[src/rtl/bram_access_ctrl.sv]
// bram_access_ctrl: valid/ready request front end for a BRAM wrapper.
// Reads are credit-gated against free slots in the response FIFO, so returned data is never dropped.
module bram_access_ctrl #(
  parameter int ADDR_WIDTH = 15,
  parameter int DATA_WIDTH = 31,
  parameter int RSP_DEPTH  = 4
) (
  input  logic                  clk_a,
  input  logic                  arstz_aq,
  input  logic                  req_valid,
  output logic                  req_ready,
  input  logic                  req_we,
  input  logic [ADDR_WIDTH-1:0] req_addr,
  input  logic [DATA_WIDTH-1:0] req_wdata,
  output logic                  bram_en,
  output logic                  bram_we,
  output logic [ADDR_WIDTH-1:0] bram_addr,
  output logic [DATA_WIDTH-1:0] bram_din,
  input  logic [DATA_WIDTH-1:0] bram_dout,
  input  logic                  bram_valid,
  output logic                  rsp_valid,
  input  logic                  rsp_ready,
  output logic [DATA_WIDTH-1:0] rsp_data,
  output logic [4:0]            inflight,
  output logic                  err_unexp
);
  localparam int PW = (RSP_DEPTH > 1) ? $clog2(RSP_DEPTH) : 1;
  localparam logic [4:0] DEPTH5 = 5'(RSP_DEPTH);
  localparam logic [PW-1:0] LAST = PW'(RSP_DEPTH - 1);
  logic [4:0]            r_inflight, r_fifo_cnt, w_credits;
  logic [PW-1:0]         r_wr_ptr, r_rd_ptr;
  logic [DATA_WIDTH-1:0] r_mem [RSP_DEPTH];
  logic                  r_err, w_accept, w_rd_acc, w_push, w_pop;
  // A pop frees its credit only from the next edge: credits come from registered counts.
  assign w_credits = DEPTH5 - r_inflight - r_fifo_cnt;
  assign req_ready = arstz_aq & (req_we | (w_credits != '0));
  assign w_accept  = req_valid & req_ready;
  assign w_rd_acc  = w_accept & ~req_we;
  assign w_push    = bram_valid & (r_inflight != '0);
  assign w_pop     = rsp_valid & rsp_ready;
  assign rsp_valid = r_fifo_cnt != '0;
  assign rsp_data  = r_mem[r_rd_ptr];
  assign inflight  = r_inflight;
  assign err_unexp = r_err;
  always_ff @(posedge clk_a or negedge arstz_aq) begin
    if (!arstz_aq) begin
      bram_en    <= 1'b0;
      bram_we    <= 1'b0;
      bram_addr  <= '0;
      bram_din   <= '0;
      r_inflight <= '0;
      r_fifo_cnt <= '0;
      r_wr_ptr   <= '0;
      r_rd_ptr   <= '0;
      r_err      <= 1'b0;
      for (int i = 0; i < RSP_DEPTH; i++) r_mem[i] <= '0;
    end else begin
      bram_en    <= w_accept;
      bram_we    <= w_accept & req_we;
      if (w_accept) begin
        bram_addr <= req_addr;
        bram_din  <= req_wdata;
      end
      r_inflight <= r_inflight + {4'd0, w_rd_acc} - {4'd0, w_push};
      r_fifo_cnt <= r_fifo_cnt + {4'd0, w_push} - {4'd0, w_pop};
      if (w_push) begin
        r_mem[r_wr_ptr] <= bram_dout;
        r_wr_ptr        <= (r_wr_ptr == LAST) ? '0 : r_wr_ptr + PW'(1);
      end
      if (w_pop) r_rd_ptr <= (r_rd_ptr == LAST) ? '0 : r_rd_ptr + PW'(1);
      if (bram_valid && r_inflight == '0) r_err <= 1'b1;
    end
  end
endmodule

[config.mk]
export PLATFORM = sky130hd
export DESIGN_NAME = bram_access_ctrl
export DESIGN_NICKNAME = d
export VERILOG_FILES = /design/src/rtl/bram_access_ctrl.sv
export SDC_FILE = /design/constraint.sdc
export NUM_CORES = 1
export LEC_CHECK = 0
export CAP_MARGIN = 20
export CELL_PAD_IN_SITES_DETAIL_PLACEMENT = 2
export CELL_PAD_IN_SITES_GLOBAL_PLACEMENT = 2
export CORE_ASPECT_RATIO = 1.75
export CORE_UTILIZATION = 31
export CTS_CLUSTER_SIZE = 16
export DETAILED_ROUTE_END_ITERATION = 8
export PLACE_DENSITY_LB_ADDON = 0.1
export SETUP_SLACK_MARGIN = 0.05
export SYNTH_ARGS = -nofsm -noshare
export SYNTH_HDL_FRONTEND = slang
export SYNTH_SLANG_ARGS = --single-unit
[constraint.sdc]
create_clock -name clk_a -period 4.45 [get_ports clk_a]
set_clock_uncertainty 0.2 [all_clocks]
set_input_delay 0.89 -clock clk_a [delete_from_list [all_inputs] [get_ports clk_a]]
set_output_delay 0.89 -clock clk_a [all_outputs]
set_load 0.1 [all_outputs]
# [Word-level counts from Yosys, hierarchy flattened]
# Cells that the tools add are included.
[op_classes] add_sub_neg=8 n_lt_le_gt_ge=3 eq_ne=2 mux=8 bitwise=10 n_reduce_logical=6
[op_table] op="$bwmux 124" n=1
[op_table] op="$mux 31" n=3
[op_table] op="$bmux 31 s2" n=1
[op_table] op="$demux 31 s2" n=1
[op_table] op="$reduce_bool 5->1" n=3
[op_table] op="$add 5x1->5" n=2
[op_table] op="$sub 5x1->5" n=2
[op_table] op="$and 1x1->1" n=6
[op_table] op="$ge 3x3->1 const B" n=2
[op_table] op="$not 2->3" n=2
[op_table] op="$logic_not 5->1" n=1
[op_table] op="$sub 3x5->5 const A" n=1
[op_table] op="$sub 5x5->5" n=1
[op_table] op="$add 2x1->2 const B" n=2
[op_table] op="$eq 2x2->1 const B" n=2
[op_table] op="$mux 2" n=2
[op_table] op="$lt 3x1->1 const B" n=1
[op_table] op="$logic_and 1x1->1" n=2
[op_table] op="$not 1->1" n=1
[op_table] op="$or 1x1->1" n=1
[totals] reg_bits=187 in_bits=83 output_inout_bits=87 word_cells=50

# [Depth between registers and ports, before layout]
# Gate-level depths: netlist of run 1.
[logic_depth] word_depth=9 depth_mapped=18 mapped_depth_nobuf=16

# [Worst setup path after synthesis of run 1]
# Ideal clock, no wire load.
[synth_timing] kind="flip-flop to flip-flop" from="register r_inflight[3], in the netlist inflight[3]" to="register r_inflight[4], in the netlist inflight[4]" setup_time_ns=0.125 t_arrival_ns=4.115 required_time_ns=4.125 slack_ns=0.010 stages_incl_launch_ff=19 path_buffers=2 period_less_slack_ns=4.440 cell_sequence="dfrtp_1 inv_1 ha_1 ha_1 a21oi_1 a21oi_1 o211ai_2 nand3_2 buf_6 buf_6 or2_2 ha_1 inv_1 ha_1 fa_1 a21oi_1 nor2_1 nor2_1 xnor2_1"
[synth_via] elab_chain_cells=9 word_cells_on_any_way=11 classes_between="4 x add/sub; 5 x bitwise; 2 x reduce/logical"
[synth_rtl] element="start: declaration" line="30" source="logic [4:0] r_inflight, r_fifo_cnt, w_credits;"
[synth_rtl] element="start signal: assignment" line="64" source="r_inflight <= r_inflight + {4'd0, w_rd_acc} - {4'd0, w_push};"
[synth_rtl] element="$sub 3x5->5" line="35" source="assign w_credits = DEPTH5 - r_inflight - r_fifo_cnt;"
[synth_rtl] element="$sub 5x5->5" line="35"
[synth_rtl] element="$reduce_bool 5->1" line="36" source="assign req_ready = arstz_aq & (req_we | (w_credits != '0));"
[synth_rtl] element="$or 1x1->1" line="36"
[synth_rtl] element="$and 1x1->1" line="36"
[synth_rtl] element="$and 1x1->1" line="37" source="assign w_accept = req_valid & req_ready;"
[synth_rtl] element="$and 1x1->1" line="38" source="assign w_rd_acc = w_accept & ~req_we;"
[synth_rtl] element="$add 5x1->5" line="64"
[synth_rtl] element="$sub 5x1->5 *" line="64"
# Every way passes the cells marked *; elsewhere a longest branch is shown, timed or not.
# A chain may end at the register's enable or synchronous reset.

# [Final worst setup path of run 1]
[layout_timing] from="register r_fifo_cnt[1]" to="output req_ready"
[layout_via] elab_chain_cells=4
[layout_rtl] element="start: declaration" line="30"
[layout_rtl] element="start signal: assignment" line="65" source="r_fifo_cnt <= r_fifo_cnt + {4'd0, w_push} - {4'd0, w_pop};"
[layout_rtl] element="$sub 5x5->5" line="35"
[layout_rtl] element="$reduce_bool 5->1" line="36"
[layout_rtl] element="$or 1x1->1" line="36"
[layout_rtl] element="$and 1x1->1" line="36"
[layout_rtl] element="end: declaration" line="11" source="output logic req_ready,"
# No other way between the ends.

==> impl_metrics.json, run 1 <==
{
  "status": "complete, but fails checks",
  "violations": "design-rule violations",
  "ctsHtreeMaxLevel": 4,
  "start_kind": "flop",
  "diodes": 0,
  "ctsRootBufferMaster": "clkbuf_16",
  "syn_area_um2": 8260,
  "ys_warn_count": 0,
  "design.core.area_um2": 26100,
  "die_area_um2": 27300,
  "antenna_found_initial": 1,
  "wl_per_cell_um": 20.5,
  "crit_fanout": 5,
  "synth_cell_type_count": 31,
  "first_global_vias": 6167,
  "syn_to_final_growth_pct": 31.6,
  "hpwlAfterDp_mm": 14.0,
  "gp_congestion": 0.684,
  "avgSynthCellArea_um2": 16.2,
  "arrival_ns": 2.86,
  "cts_hold_buf": 0,
  "drc": 4,
  "worst_pin_slew_ns": 1.02,
  "fin_nets": 791,
  "grt_pass1_wl_mm": 34.2,
  "layout_commonest_cell": "dfrtp_1",
  "post_cts_buffers": 0,
  "multiInputGateArea_um2": 3370,
  "first_pass_iters": 8,
  "fin_crit_sh_pct": 88.7,
  "slew-limit-headroom_pct": 31.6,
  "layout-drive-gt1-share_pct": 40.6,
  "final_max_slew_viol_count": 0,
  "drtIter0Drc": 183,
  "hold_viol": 0,
  "overflow": 0,
  "drv_cap": 0,
  "rsz0062_at_grt": "false",
  "rows": 78,
  "io_pins": 170,
  "crit_path_end_kind": "output pin",
  "clkTransAtPathRegs_ns": 0.06,
  "wl_mm": 20.8,
  "ys_seq_elements": 187,
  "tns_ns": 0,
  "portBuffers": 169,
  "hold_path.class": "primary input to async pin",
  "postRouteAntennaNets": 0,
  "netlist_instances": 510,
  "path_class": "flop to output pin",
  "required_ns": 3.36,
  "cts_resized": 0,
  "clockBufferDepth": 2,
  "timing.final.crit_period_ns": 3.95,
  "grt_max_degree": 170,
  "setup_viol": 0,
  "die_y_um": 218,
  "clkLatencyLatePin_ns": 0.44,
  "dieWidth_um": 125,
  "vias": 4948,
  "register_area_um2": 4680,
  "fmax_mhz": 253,
  "clock-sinks": 187,
  "final.fill_count": 2560,
  "mostFrequentLayoutCells": "dfrtp_1, mux2_2, clkdlybuf4s50_1",
  "ys_seq_area_share_pct": 56.6,
  "vias_per_cell": 4.88,
  "grtUsageTotal_pct": 16.7,
  "start_util_pct": 31.7,
  "cts_tree": "yes",
  "syn-num-nets": 620,
  "cts_buffers": 17
}
synthesized netlist by cell type:
cell type	number	area share [%]
nor4_1	1	0.076
nor2_1	4	0.18
mux4_2	31	8.4
xnor3_1	1	0.27
or4b_2	1	0.12
buf_2	17	1.0
nand2_1	6	0.27
buf_6	3	0.41
nand3_1	1	0.061
o21ai_0	2	0.12
nor3_1	1	0.061
buf_1	2	0.091
xnor2_1	6	0.64
xor2_1	3	0.32
or2_2	1	0.076
and3_1	2	0.15
nor2b_1	1	0.076
inv_1	24	1.1
mux2_4	18	3.3
a21oi_1	6	0.36
nor4b_1	1	0.11
nand3_2	1	0.12
mux2_2	153	21
and2_1	1	0.076
fa_1	3	0.73
a21o_1	4	0.36
o211ai_2	1	0.15
ha_1	24	3.6
clkbuf_1	3	0.14
or3_1	1	0.076
dfrtp_1	187	57
state kept, by name, indices dropped and copies added, names as in the netlist:
| register | count |
|---|---|
| bram_en | 1 |
| bram_we | 1 |
| bram_din | 31 |
| inflight | 5 |
| r_wr_ptr | 2 |
| bram_addr | 15 |
| r_fifo_cnt | 5 |
| r_mem | 124 |
| r_rd_ptr | 2 |
| err_unexp | 1 |
logic make-up after synthesis:
group | Yosys count | share of synthesized area, %
xor gates and xnor gates | 10 | 1.23
buffers and inverters | 49 | 2.76
AOI/OAI and AO/OA | 13 | 0.999
and+or+nand+nor | 22 | 1.45
adders and majority gates | 27 | 4.36
muxes | 202 | 32.6
DFF | 187 | 56.6
routing by layer:
| metal | wire length, um | vias up | track usage [%] | share of wire [%] |
|---|---|---|---|---|
| li1 | - | 2161 | - | - |
| met4 | 376 | 2 | 6.71 | 1.8 |
| met5 | 12 | - | 0 | 0.058 |
| met3 | 1430 | 21 | 6.11 | 6.9 |
| met2 | 11100 | 135 | 29.7 | 53 |
| met1 | 7850 | 2629 | 17.8 | 38 |
path summary, 6_finish.rpt:
kind,from,to,slack [ns],depth (start not counted)
max,r_fifo_cnt[1]$_DFF_PN0_,req_ready,0.50,8
min,arstz_aq,inflight[2]$_DFF_PN0_,0.12,1
max reg2reg,r_fifo_cnt[1]$_DFF_PN0_,inflight[4]$_DFF_PN0_,0.72,16
min reg2reg,err_unexp$_DFFE_PN0P_,err_unexp$_DFFE_PN0P_,0.26,1
max in group asynchronous,arstz_aq,r_fifo_cnt[1]$_DFF_PN0_,2.67,2
min in group clk_a,err_unexp$_DFFE_PN0P_,err_unexp$_DFFE_PN0P_,0.26,1
critical path, cell delays in order, from the launching register on:
cell	delay, ns
dfrtp_1	0.45
ha_1	0.31
inv_1	0.04
ha_1	0.22
fa_1	0.45
nor4_1	0.35
o211ai_2	0.16
and2_1	0.20
buf_4	0.23
per-stage QoR:
| step | instances | utilization, % | cell area (um2) | hold slack [ns] | worst slack (ns) |
|---|---|---|---|---|---|
| 4_1_cts | 1014 | 41.7 | 10900 | 0.0942 | 0.462 |
| 2_1_floorplan | 510 | - | 8260 | 0.274 | 0.132 |
| 5_1_grt | 1014 | 41.7 | 10900 | 0.100 | 0.301 |
| 3_5_place_dp | 982 | 39.3 | 10200 | 0.252 | 0.725 |
| 6_report | 1014 | 41.7 | 10900 | 0.115 | 0.502 |
| 3_3_place_gp | 982 | 39.3 | 10200 | 0.240 | 0.814 |
layout make-up:
cell class | count | area share [%]
sequential | 187 | 43.1
multi-input combinational | 274 | 30.9
timing repair buffer | 177 | 15.6
clock buffer | 28 | 4.94
tap | 320 | 3.68
clock inverter | 4 | 0.909
inverter | 24 | 0.828
Power of run 1 is left out: the tool's default activity adds up to more than one toggle a clock period on the data nets, which glitch-free logic cannot reach.
==> run 2, diff against run 1 <==
--- a/config.mk
+++ b/config.mk
@@ -12,6 +12,7 @@
 export CORE_UTILIZATION = 31
 export CTS_CLUSTER_SIZE = 16
 export DETAILED_ROUTE_END_ITERATION = 8
+export MAX_ROUTING_LAYER = met4
 export PLACE_DENSITY_LB_ADDON = 0.1
 export SETUP_SLACK_MARGIN = 0.05
 export SYNTH_ARGS = -nofsm -noshare
==> impl_metrics.json, run 2 (synthesis results as in run 1) <==
{
  "die_y_um": 218,
  "post_cts_buffers": 0,
  "vias_per_cell": 4.87,
  "required_ns": 3.36,
  "clock-sinks": 187,
  "setup_viol": 0,
  "arrival_ns": 2.86,
  "mostFrequentLayoutCells": "dfrtp_1, mux2_2, clkdlybuf4s50_1",
  "vias": 4946,
  "wl_mm": 20.8,
  "final_max_slew_viol_count": 0,
  "hold_path.class": "primary input to async pin",
  "portBuffers": 169,
  "io_pins": 170,
  "cts_resized": 0,
  "wl_per_cell_um": 20.5,
  "drtIter0Drc": 195,
  "worst_pin_slew_ns": 1.02,
  "postRouteAntennaNets": 0,
  "largest_reg_flops": 124,
  "path_class": "flop to output pin",
  "slew-limit-headroom_pct": 31.8,
  "clkTransAtPathRegs_ns": 0.06,
  "drv_cap": 0,
  "crit_path_end_kind": "output pin",
  "largest_register": "r_mem",
  "die_area_um2": 27300,
  "antenna_found_initial": 1,
  "syn_to_final_growth_pct": 31.6,
  "design.core.area_um2": 26100,
  "first_pass_iters": 8,
  "gp_congestion": 0.691,
  "clkLatencyLatePin_ns": 0.44,
  "ctsHtreeMaxLevel": 4,
  "dieWidth_um": 125,
  "setup_slack_ns": 0.501,
  "first_global_vias": 6175,
  "violations": "design-rule violations",
  "tns_ns": 0,
  "cts_tree": "yes",
  "hold_viol": 0,
  "clockBufferDepth": 2,
  "rsz0062_at_grt": "false",
  "layout-drive-gt1-share_pct": 40.6,
  "layout_commonest_cell": "dfrtp_1",
  "fmax_mhz": 253,
  "cts_buffers": 17,
  "status": "complete, but fails checks",
  "grtUsageTotal_pct": 17.2,
  "fin_crit_sh_pct": 88.8,
  "hpwlAfterDp_mm": 14.0,
  "rows": 78,
  "start_util_pct": 31.7,
  "dp_slack_ns": 0.725,
  "grt_pass1_wl_mm": 34.2,
  "drc": 4,
  "grt_max_degree": 170,
  "fin_nets": 791,
  "cts_hold_buf": 0,
  "timing.final.crit_period_ns": 3.95,
  "reg_top3": "r_mem x124, bram_din x31, bram_addr x15",
  "whs_ns": 0.115,
  "overflow": 0,
  "ctsRootBufferMaster": "clkbuf_16",
  "start_kind": "flop",
  "crit_fanout": 5
}
run 2: final timing paths:
path                                         startpoint                    end  slack, ns  cells after the start
worst min-delay path                           arstz_aq  inflight[2]$_DFF_PN0_       0.11                      1
worst min register to register    err_unexp$_DFFE_PN0P_  err_unexp$_DFFE_PN0P_       0.26                      1
worst max register to register  r_fifo_cnt[1]$_DFF_PN0_  inflight[4]$_DFF_PN0_       0.72                     16
min in group clk_a                err_unexp$_DFFE_PN0P_  err_unexp$_DFFE_PN0P_       0.26                      1
max in group asynchronous                      arstz_aq  inflight[3]$_DFF_PN0_       2.68                      2
worst max-delay path            r_fifo_cnt[1]$_DFF_PN0_              req_ready       0.50                      8
run 2: critical path, cell delays in order (launching register included):
cell	delay [ns]
dfrtp_1	0.45
ha_1	0.31
inv_1	0.04
ha_1	0.22
fa_1	0.45
nor4_1	0.35
o211ai_2	0.16
and2_1	0.20
buf_4	0.23
run 2: cell type report:
type,count,area (um2)
antenna,1,2.50
multi-input combinational,274,3370
clock inverter,4,98.8
timing repair buffer,177,1700
fill,2561,15200
clock buffer,28,537
sequential,187,4680
inverter,24,90.1
tap,320,400
run 2: layer usage:
layer	track usage (%)	up-vias	wire length, um
met5	-	-	0
met4	6.71	0	367
met3	5.79	22	1360
met2	29.7	134	11100
met1	18.0	2628	7910
li1	-	2162	-
run 2: per-stage QoR:
step | instance area (um2) | util [%] | cells
after floorplan | 8260 | - | 510
after global placement | 10200 | 39.3 | 982
after detailed placement | 10200 | 39.3 | 982
after CTS | 10900 | 41.7 | 1014
after global routing | 10900 | 41.7 | 1015
final | 10900 | 41.7 | 1015
Power of run 2 is left out for the same reason.
==> run 3, diff against run 2 <==
--- a/config.mk
+++ b/config.mk
@@ -10,6 +10,7 @@
 export CELL_PAD_IN_SITES_GLOBAL_PLACEMENT = 2
 export CORE_ASPECT_RATIO = 1.75
 export CORE_UTILIZATION = 31
+export CTS_BUF_LIST = sky130_fd_sc_hd__clkbuf_2
 export CTS_CLUSTER_SIZE = 16
 export DETAILED_ROUTE_END_ITERATION = 8
 export MAX_ROUTING_LAYER = met4
==> impl_metrics.json, run 3 (synthesis results as in run 1) <==
{
  "timing.final.crit_period_ns": 4.07,
  "path_class": "flop to output pin",
  "start_kind": "flop",
  "setup_viol": 0,
  "io_pins": 170,
  "rr_endpoint": "inflight[4]$_DFF_PN0_",
  "fmax_mhz": 245,
  "portBuffers": 169,
  "postRouteAntennaNets": 0,
  "clkLatencyLatePin_ns": 0.81,
  "arrival_ns": 2.98,
  "wl_mm": 20.7,
  "fin_nets": 794,
  "dieWidth_um": 125,
  "violations": "design-rule violations",
  "first_pass_iters": 8,
  "r2r_cells": 16,
  "hpwlAfterDp_mm": 14.0,
  "wl_per_cell_um": 20.3,
  "r2r_slack_ns": 0.74,
  "required_ns": 3.36,
  "clockBufferDepth": 2,
  "worst_pin_slew_ns": 1.02,
  "hold_path.class": "primary input to async pin",
  "status": "complete, but fails checks",
  "r2r-start": "inflight[3]$_DFF_PN0_",
  "grt_pass1_wl_mm": 34.2,
  "mostFrequentLayoutCells": "dfrtp_1, mux2_2, clkdlybuf4s50_1",
  "crit_fanout": 2,
  "vias_per_cell": 4.86,
  "final_max_slew_viol_count": 0,
  "first_global_vias": 6168,
  "crit_path_end_kind": "output pin",
  "reg_top3": "r_mem x124, bram_din x31, bram_addr x15",
  "fin_area_um2": 10500,
  "ctsHtreeMaxLevel": 4,
  "drv_cap": 0,
  "largest_register": "r_mem",
  "clkTransAtPathRegs_ns": 0.24,
  "drc": 4,
  "hold_viol": 0,
  "fin_crit_sh_pct": 91.6,
  "final.fill_count": 2590,
  "start_util_pct": 31.7,
  "clock-sinks": 187,
  "antenna_found_initial": 2,
  "rsz0062_at_grt": "false",
  "design.core.area_um2": 26100,
  "ctsRootBufferMaster": "clkbuf_2",
  "grtUsageTotal_pct": 17.1,
  "drtIter0Drc": 165,
  "cts_tree": "yes",
  "layout-drive-gt1-share_pct": 40.7,
  "cts_buffers": 17,
  "syn_to_final_growth_pct": 27.2,
  "vias": 4950,
  "largest_reg_flops": 124,
  "rows": 78,
  "tns_ns": 0,
  "die_area_um2": 27300,
  "gp_congestion": 0.691,
  "overflow": 0,
  "die_y_um": 218,
  "place_area_um2": 10200,
  "grt_max_degree": 170,
  "layout_commonest_cell": "dfrtp_1",
  "slew-limit-headroom_pct": 31.8
}
## run 3: repair_timing
item | CTS | global route
endpoints found under the hold margin | 18 | 0
resized for setup | 4 | 1
pin swaps | 0 | 1
hold buffers | 1 | 0
setup endpoints to repair | 2 | 1
buffers inserted | 2 | 0
## run 3: stage by stage
step | instances | hold WS (ns) | utilization (%) | worst slack, ns
6_report | 1019 | 0.268 | 40.3 | 0.375
5_1_grt | 1019 | 0.178 | 40.3 | 0.135
4_1_cts | 1017 | 0.157 | 40.3 | 0.0521
3_5_place_dp | 982 | 0.252 | 39.3 | 0.725
3_3_place_gp | 982 | 0.240 | 39.3 | 0.814
2_1_floorplan | 510 | 0.274 | - | 0.132
## run 3: how the worst max path moves through the flow
stage,startpoint,end,slack [ns],cells past startpoint
after global placement,inflight[1]$_DFF_PN0_,inflight[4]$_DFF_PN0_,0.81,16
after CTS,r_fifo_cnt[1]$_DFF_PN0_,req_ready,0.05,8
after global routing,r_fifo_cnt[1]$_DFF_PN0_,req_ready,0.13,8
final,inflight[1]$_DFF_PN0_,req_ready,0.38,8
after detailed placement,r_fifo_cnt[1]$_DFF_PN0_,inflight[4]$_DFF_PN0_,0.72,16
after floorplan,inflight[1]$_DFF_PN0_,inflight[4]$_DFF_PN0_,0.13,18
## run 3: cell type report
class | instances | area [um2] | share of cell area (%)
clock inverter | 11 | 125 | 1.19
tap | 320 | 400 | 3.81
antenna | 2 | 5.00 | 0.0476
timing repair buffer | 180 | 1730 | 16.4
clock buffer | 21 | 105 | 1.00
multi-input combinational | 274 | 3370 | 32.1
inverter | 24 | 90.1 | 0.857
sequential | 187 | 4690 | 44.6
## run 3: critical path: stages (launching register included)
cell and delay (ns):
dfrtp_2 0.47, ha_1 0.28, inv_1 0.04, ha_1 0.22, fa_1 0.46, nor4_2 0.18
o211ai_2 0.14, and2_1 0.20, buf_6 0.19
## run 3: routing by layer
layer / share of wire [%] / wire (um) / vias up / global-route usage [%]
met3: 6.4 / 1330 / 21 / 5.50
li1: - / - / 2175 / -
met2: 54 / 11100 / 134 / 29.5
met1: 38 / 7880 / 2620 / 17.9
met4: 1.9 / 391 / 0 / 7.32
met5: 0 / 0 / - / -
Power of run 3 is left out for the same reason.
==> edit 1: new RTL, settings of run 3 <==
Put one more register stage on the output `err_unexp`, cleared by the reset. The value now appears one clock later. The other outputs are not delayed to match.
--- a/src/rtl/bram_access_ctrl.sv
+++ b/src/rtl/bram_access_ctrl.sv
@@ -43,3 +43,9 @@
   assign inflight  = r_inflight;
-  assign err_unexp = r_err;
+  always_ff @(posedge clk_a or negedge arstz_aq) begin
+    if (!arstz_aq) begin
+      err_unexp <= '0;
+    end else begin
+      err_unexp <= r_err;
+    end
+  end
   always_ff @(posedge clk_a or negedge arstz_aq) begin
Formal check against the unedited RTL: not equivalent (a bounded check fails within 4 cycles, from zero or initial values and one cycle with arstz_aq low).
==> edit 1 against run 3 <==
- the run still ends with design-rule violations left
- final cell count is essentially flat
- worst setup slack lost 0.086 ns
- cell area grew 0.45%
- wire length shrank 0.47%
- synthesized area grew 0.30%
- sequential cell count grew 1
- critical path type unchanged
- highest routed layer unchanged
Power is not shown: default switching activity piles up to over one toggle a cycle in this logic, so the estimate is an artifact.
==> edit 1: results (changes against run 3) <==
.. list-table::
   :header-rows: 1

   * - Metric
     - Value
   * - Combined global-route utilization of all metal layers
     - 17.0% (was 17.1%)
   * - Drt first-iter violations
     - 100 (was 165)
   * - Result of the run
     - complete, but fails checks (unchanged)
   * - Final weighted congestion in routability-driven placement
     - 0.693 (was 0.691)
   * - Final nets
     - 796 (was 794)
   * - Pin count of the biggest net entering global routing
     - 162 (was 170)
   * - Final-layout fill cell count
     - 2609 (was 2590)
   * - Post-synthesis net count
     - 621 (was 620)
   * - Worst Setup SP
     - r_fifo_cnt[1] (was inflight[1])
   * - Crit-path max cell delay
     - 0.49 ns (was 0.47 ns)
   * - Arrival time at the worst endpoint
     - 3.07 ns (was 2.98 ns)
   * - Fraction of final layout cells sized beyond drive strength 1
     - 41.2% (was 40.7%)
   * - Ranking of synthesized cells by instance count
     - sky130_fd_sc_hd__dfrtp_1 (188), sky130_fd_sc_hd__mux2_2 (153), sky130_fd_sc_hd__mux4_2 (31) (was sky130_fd_sc_hd__dfrtp_1 (187), sky130_fd_sc_hd__mux2_2 (153), sky130_fd_sc_hd__mux4_2 (31))
   * - Xor-xnor portion of the synthesized cell area
     - 1.22% (was 1.23%)
   * - Worst Hold Slack
     - 0.221 ns (was 0.268 ns)
   * - Failing checks
     - design-rule violations (unchanged)
   * - Global routing met2 resource utilization
     - 30.6% (was 29.5%)
   * - Met3 track demand over resource
     - 4.82% (was 5.50%)
   * - Crit-path slowest cell
     - sky130_fd_sc_hd__fa_1 (was sky130_fd_sc_hd__dfrtp_2)
   * - Wire length of the first global-routing pass
     - 33800 um (was 34200 um)
   * - Path type of the worst min-delay path
     - reg2reg (was in2async)
   * - Adder and majority gate portion of the synthesized area
     - 4.35% (was 4.36%)
   * - DRC violation count after routing
     - 9 (was 4)
   * - Largest cells by area after synthesis
     - sky130_fd_sc_hd__dfrtp_1 (57%), sky130_fd_sc_hd__mux2_2 (21%), sky130_fd_sc_hd__mux4_2 (8.4%) (unchanged)
   * - Mux contribution to synthesized area
     - 32.5% (was 32.6%)
   * - Total vias in the final route
     - 4925 (was 4950)
[edit 1: changes by cell type after synthesis]
cell,change
sky130_fd_sc_hd__buf_1,-1
sky130_fd_sc_hd__dfrtp_1,+1
sky130_fd_sc_hd__clkbuf_1,+1
[edit 1: final cells by class]
class | count | area, um^2 | share of cell area, %
Timing Repair Buffer | 181 | 1740 | 16.4
Sequential cell | 188 | 4710 | 44.6
Clock buffer | 18 | 90.1 | 0.853
Tap cell | 320 | 400 | 3.79
Antenna cell | 1 | 2.50 | 0.0237
Inverter | 24 | 90.1 | 0.853
Multi-Input combinational cell | 274 | 3380 | 32.0
Clock inverter | 14 | 150 | 1.42
[edit 1: routing by layer]
metal	vias up	wire, um
met5	-	0
met4	0	482
met3	26	1180
met2	138	11300
met1	2582	7630
li1	2179	-
[edit 1: metrics by stage]
| step | instances | setup WS [ns] | area (um^2) | utilization [%] |
|---|---|---|---|---|
| 3_5_place_dp | 984 | 0.671 | 10300 | 39.4 |
| 6_report | 1020 | 0.289 | 10600 | 40.5 |
| 5_1_grt | 1020 | 0.0542 | 10600 | 40.5 |
| 4_1_cts | 1019 | 0.0489 | 10500 | 40.5 |
| 2_1_floorplan | 511 | 0.132 | 8290 | - |
| 3_3_place_gp | 984 | 0.818 | 10300 | 39.4 |
[edit 1: what timing repair did]
action,CTS,global route
hold endpoints to repair,27,0
hold buffers,1,0
setup endpoints to repair,1,2
setup buffers,2,0
gates resized for setup,2,2
pin swaps,1,0
==> edit 2: new RTL, settings of run 3 <==
Without the edit above. The parameter `DATA_WIDTH` goes from 31 to 35.
--- a/src/rtl/bram_access_ctrl.sv
+++ b/src/rtl/bram_access_ctrl.sv
@@ -4,3 +4,3 @@
   parameter int ADDR_WIDTH = 15,
-  parameter int DATA_WIDTH = 31,
+  parameter int DATA_WIDTH = 35,
   parameter int RSP_DEPTH  = 4
Interface: changed (resized bram_din, bram_dout, req_wdata and rsp_data); port bits go from 170 to 186. No check against the original RTL was run, so the function may have changed too.
==> edit 2 against run 3 <==
- worst setup slack lost 0.069 ns
- maximum frequency shrank 1.7%
- wire length grew 16%
- cell area grew 13%
- largest cell class unchanged
- sequential share of layout area shrank 1.1 points
- synthesized area grew 12%
- sequential cell count grew 20
- highest routed layer unchanged
Power is left out: the tool's default activity adds up to more than one toggle a clock period on the data nets, which glitch-free logic cannot reach.
==> edit 2: results (changes against run 3) <==
.. list-table::
   :header-rows: 1

   * - Metric
     - Value
   * - Compound-gate portion of the synthesized area
     - 0.896% (was 0.999%)
   * - Worst slack at placement
     - 0.730 ns (was 0.725 ns)
   * - Number of ordinary and repair buffers in the finished layout
     - 196 (was 180)
   * - Total iterations of the first detailed-routing run
     - 3 (was 8)
   * - Layout clock buffer count
     - 77 (was 21)
   * - Final nets
     - 898 (was 794)
   * - Met2 Wirelength
     - 13800 um (was 11100 um)
   * - Mux contribution to synthesized area
     - 33.8% (was 32.6%)
   * - Netlist cell types
     - 30 (was 31)
   * - Post-DR vias/cell
     - 4.70 (was 4.86)
   * - Non-clock buffer area fraction after layout
     - 16.0% (was 16.4%)
   * - Post-CTS Setup Repair Bufs
     - 0 (was 2)
   * - Final weighted congestion in routability-driven placement
     - 0.740 (was 0.691)
   * - Critical-path maximum fanout
     - 4 (was 2)
   * - Clock H-tree levels
     - 2 (was 4)
   * - Post-synthesis net count
     - 674 (was 620)
   * - Total vias in the final route
     - 5647 (was 4950)
   * - Number of port buffers
     - 185 (was 169)
   * - Worst-path clk slew
     - 0.12 ns (was 0.24 ns)
   * - PnR worst setup slack
     - 0.306 ns (was 0.375 ns)
   * - Relative area of clock buffers and inverters in the final design
     - 3.78% (was 2.19%)
   * - Result of the run
     - finished clean (was complete, but fails checks)
   * - Wire length of the first global-routing pass
     - 38800 um (was 34200 um)
   * - Multi-input combinational cell count
     - 299 (was 274)
   * - Routed length on met3
     - 1360 um (was 1330 um)
   * - Ranking of synthesized cells by instance count
     - sky130_fd_sc_hd__dfrtp_1 (207), sky130_fd_sc_hd__mux2_2 (143), sky130_fd_sc_hd__mux2_4 (48) (was sky130_fd_sc_hd__dfrtp_1 (187), sky130_fd_sc_hd__mux2_2 (153), sky130_fd_sc_hd__mux4_2 (31))
   * - Seq/Total Area, Yosys
     - 56.2% (was 56.6%)
   * - Estimated wirelength of the detail-placed design
     - 16400 um (was 14000 um)
   * - #FFs+latches synth
     - 207 (was 187)
   * - Slew at the pin with the worst max-slew slack
     - 1.02 ns (about the same)
   * - Drt first-iter violations
     - 107 (was 165)
   * - Final-layout fill cell count
     - 2960 (was 2590)
==> edit 2: per-layer routing <==
metal	GRT usage [%]	vias to the layer above
li1	-	2477
met3	4.52	55
met4	6.54	0
met5	-	-
met1	16.8	2953
met2	31.9	162
==> edit 2: worst max-delay path, stage by stage, from the launching register on <==
cell	delay, ns
sky130_fd_sc_hd__dfrtp_1	0.46
sky130_fd_sc_hd__ha_1	0.31
sky130_fd_sc_hd__inv_1	0.04
sky130_fd_sc_hd__ha_1	0.22
sky130_fd_sc_hd__fa_1	0.46
sky130_fd_sc_hd__nor4_2	0.18
sky130_fd_sc_hd__o211ai_2	0.16
sky130_fd_sc_hd__and2_1	0.20
sky130_fd_sc_hd__buf_6	0.19
==> edit 2: per-stage QoR <==
step / area (um^2) / hold slack [ns]
4_1_cts: 11900 / 0.276
3_5_place_dp: 11500 / 0.247
3_3_place_gp: 11500 / 0.259
5_1_grt: 11900 / 0.294
2_1_floorplan: 9220 / 0.274
6_report: 11900 / 0.268
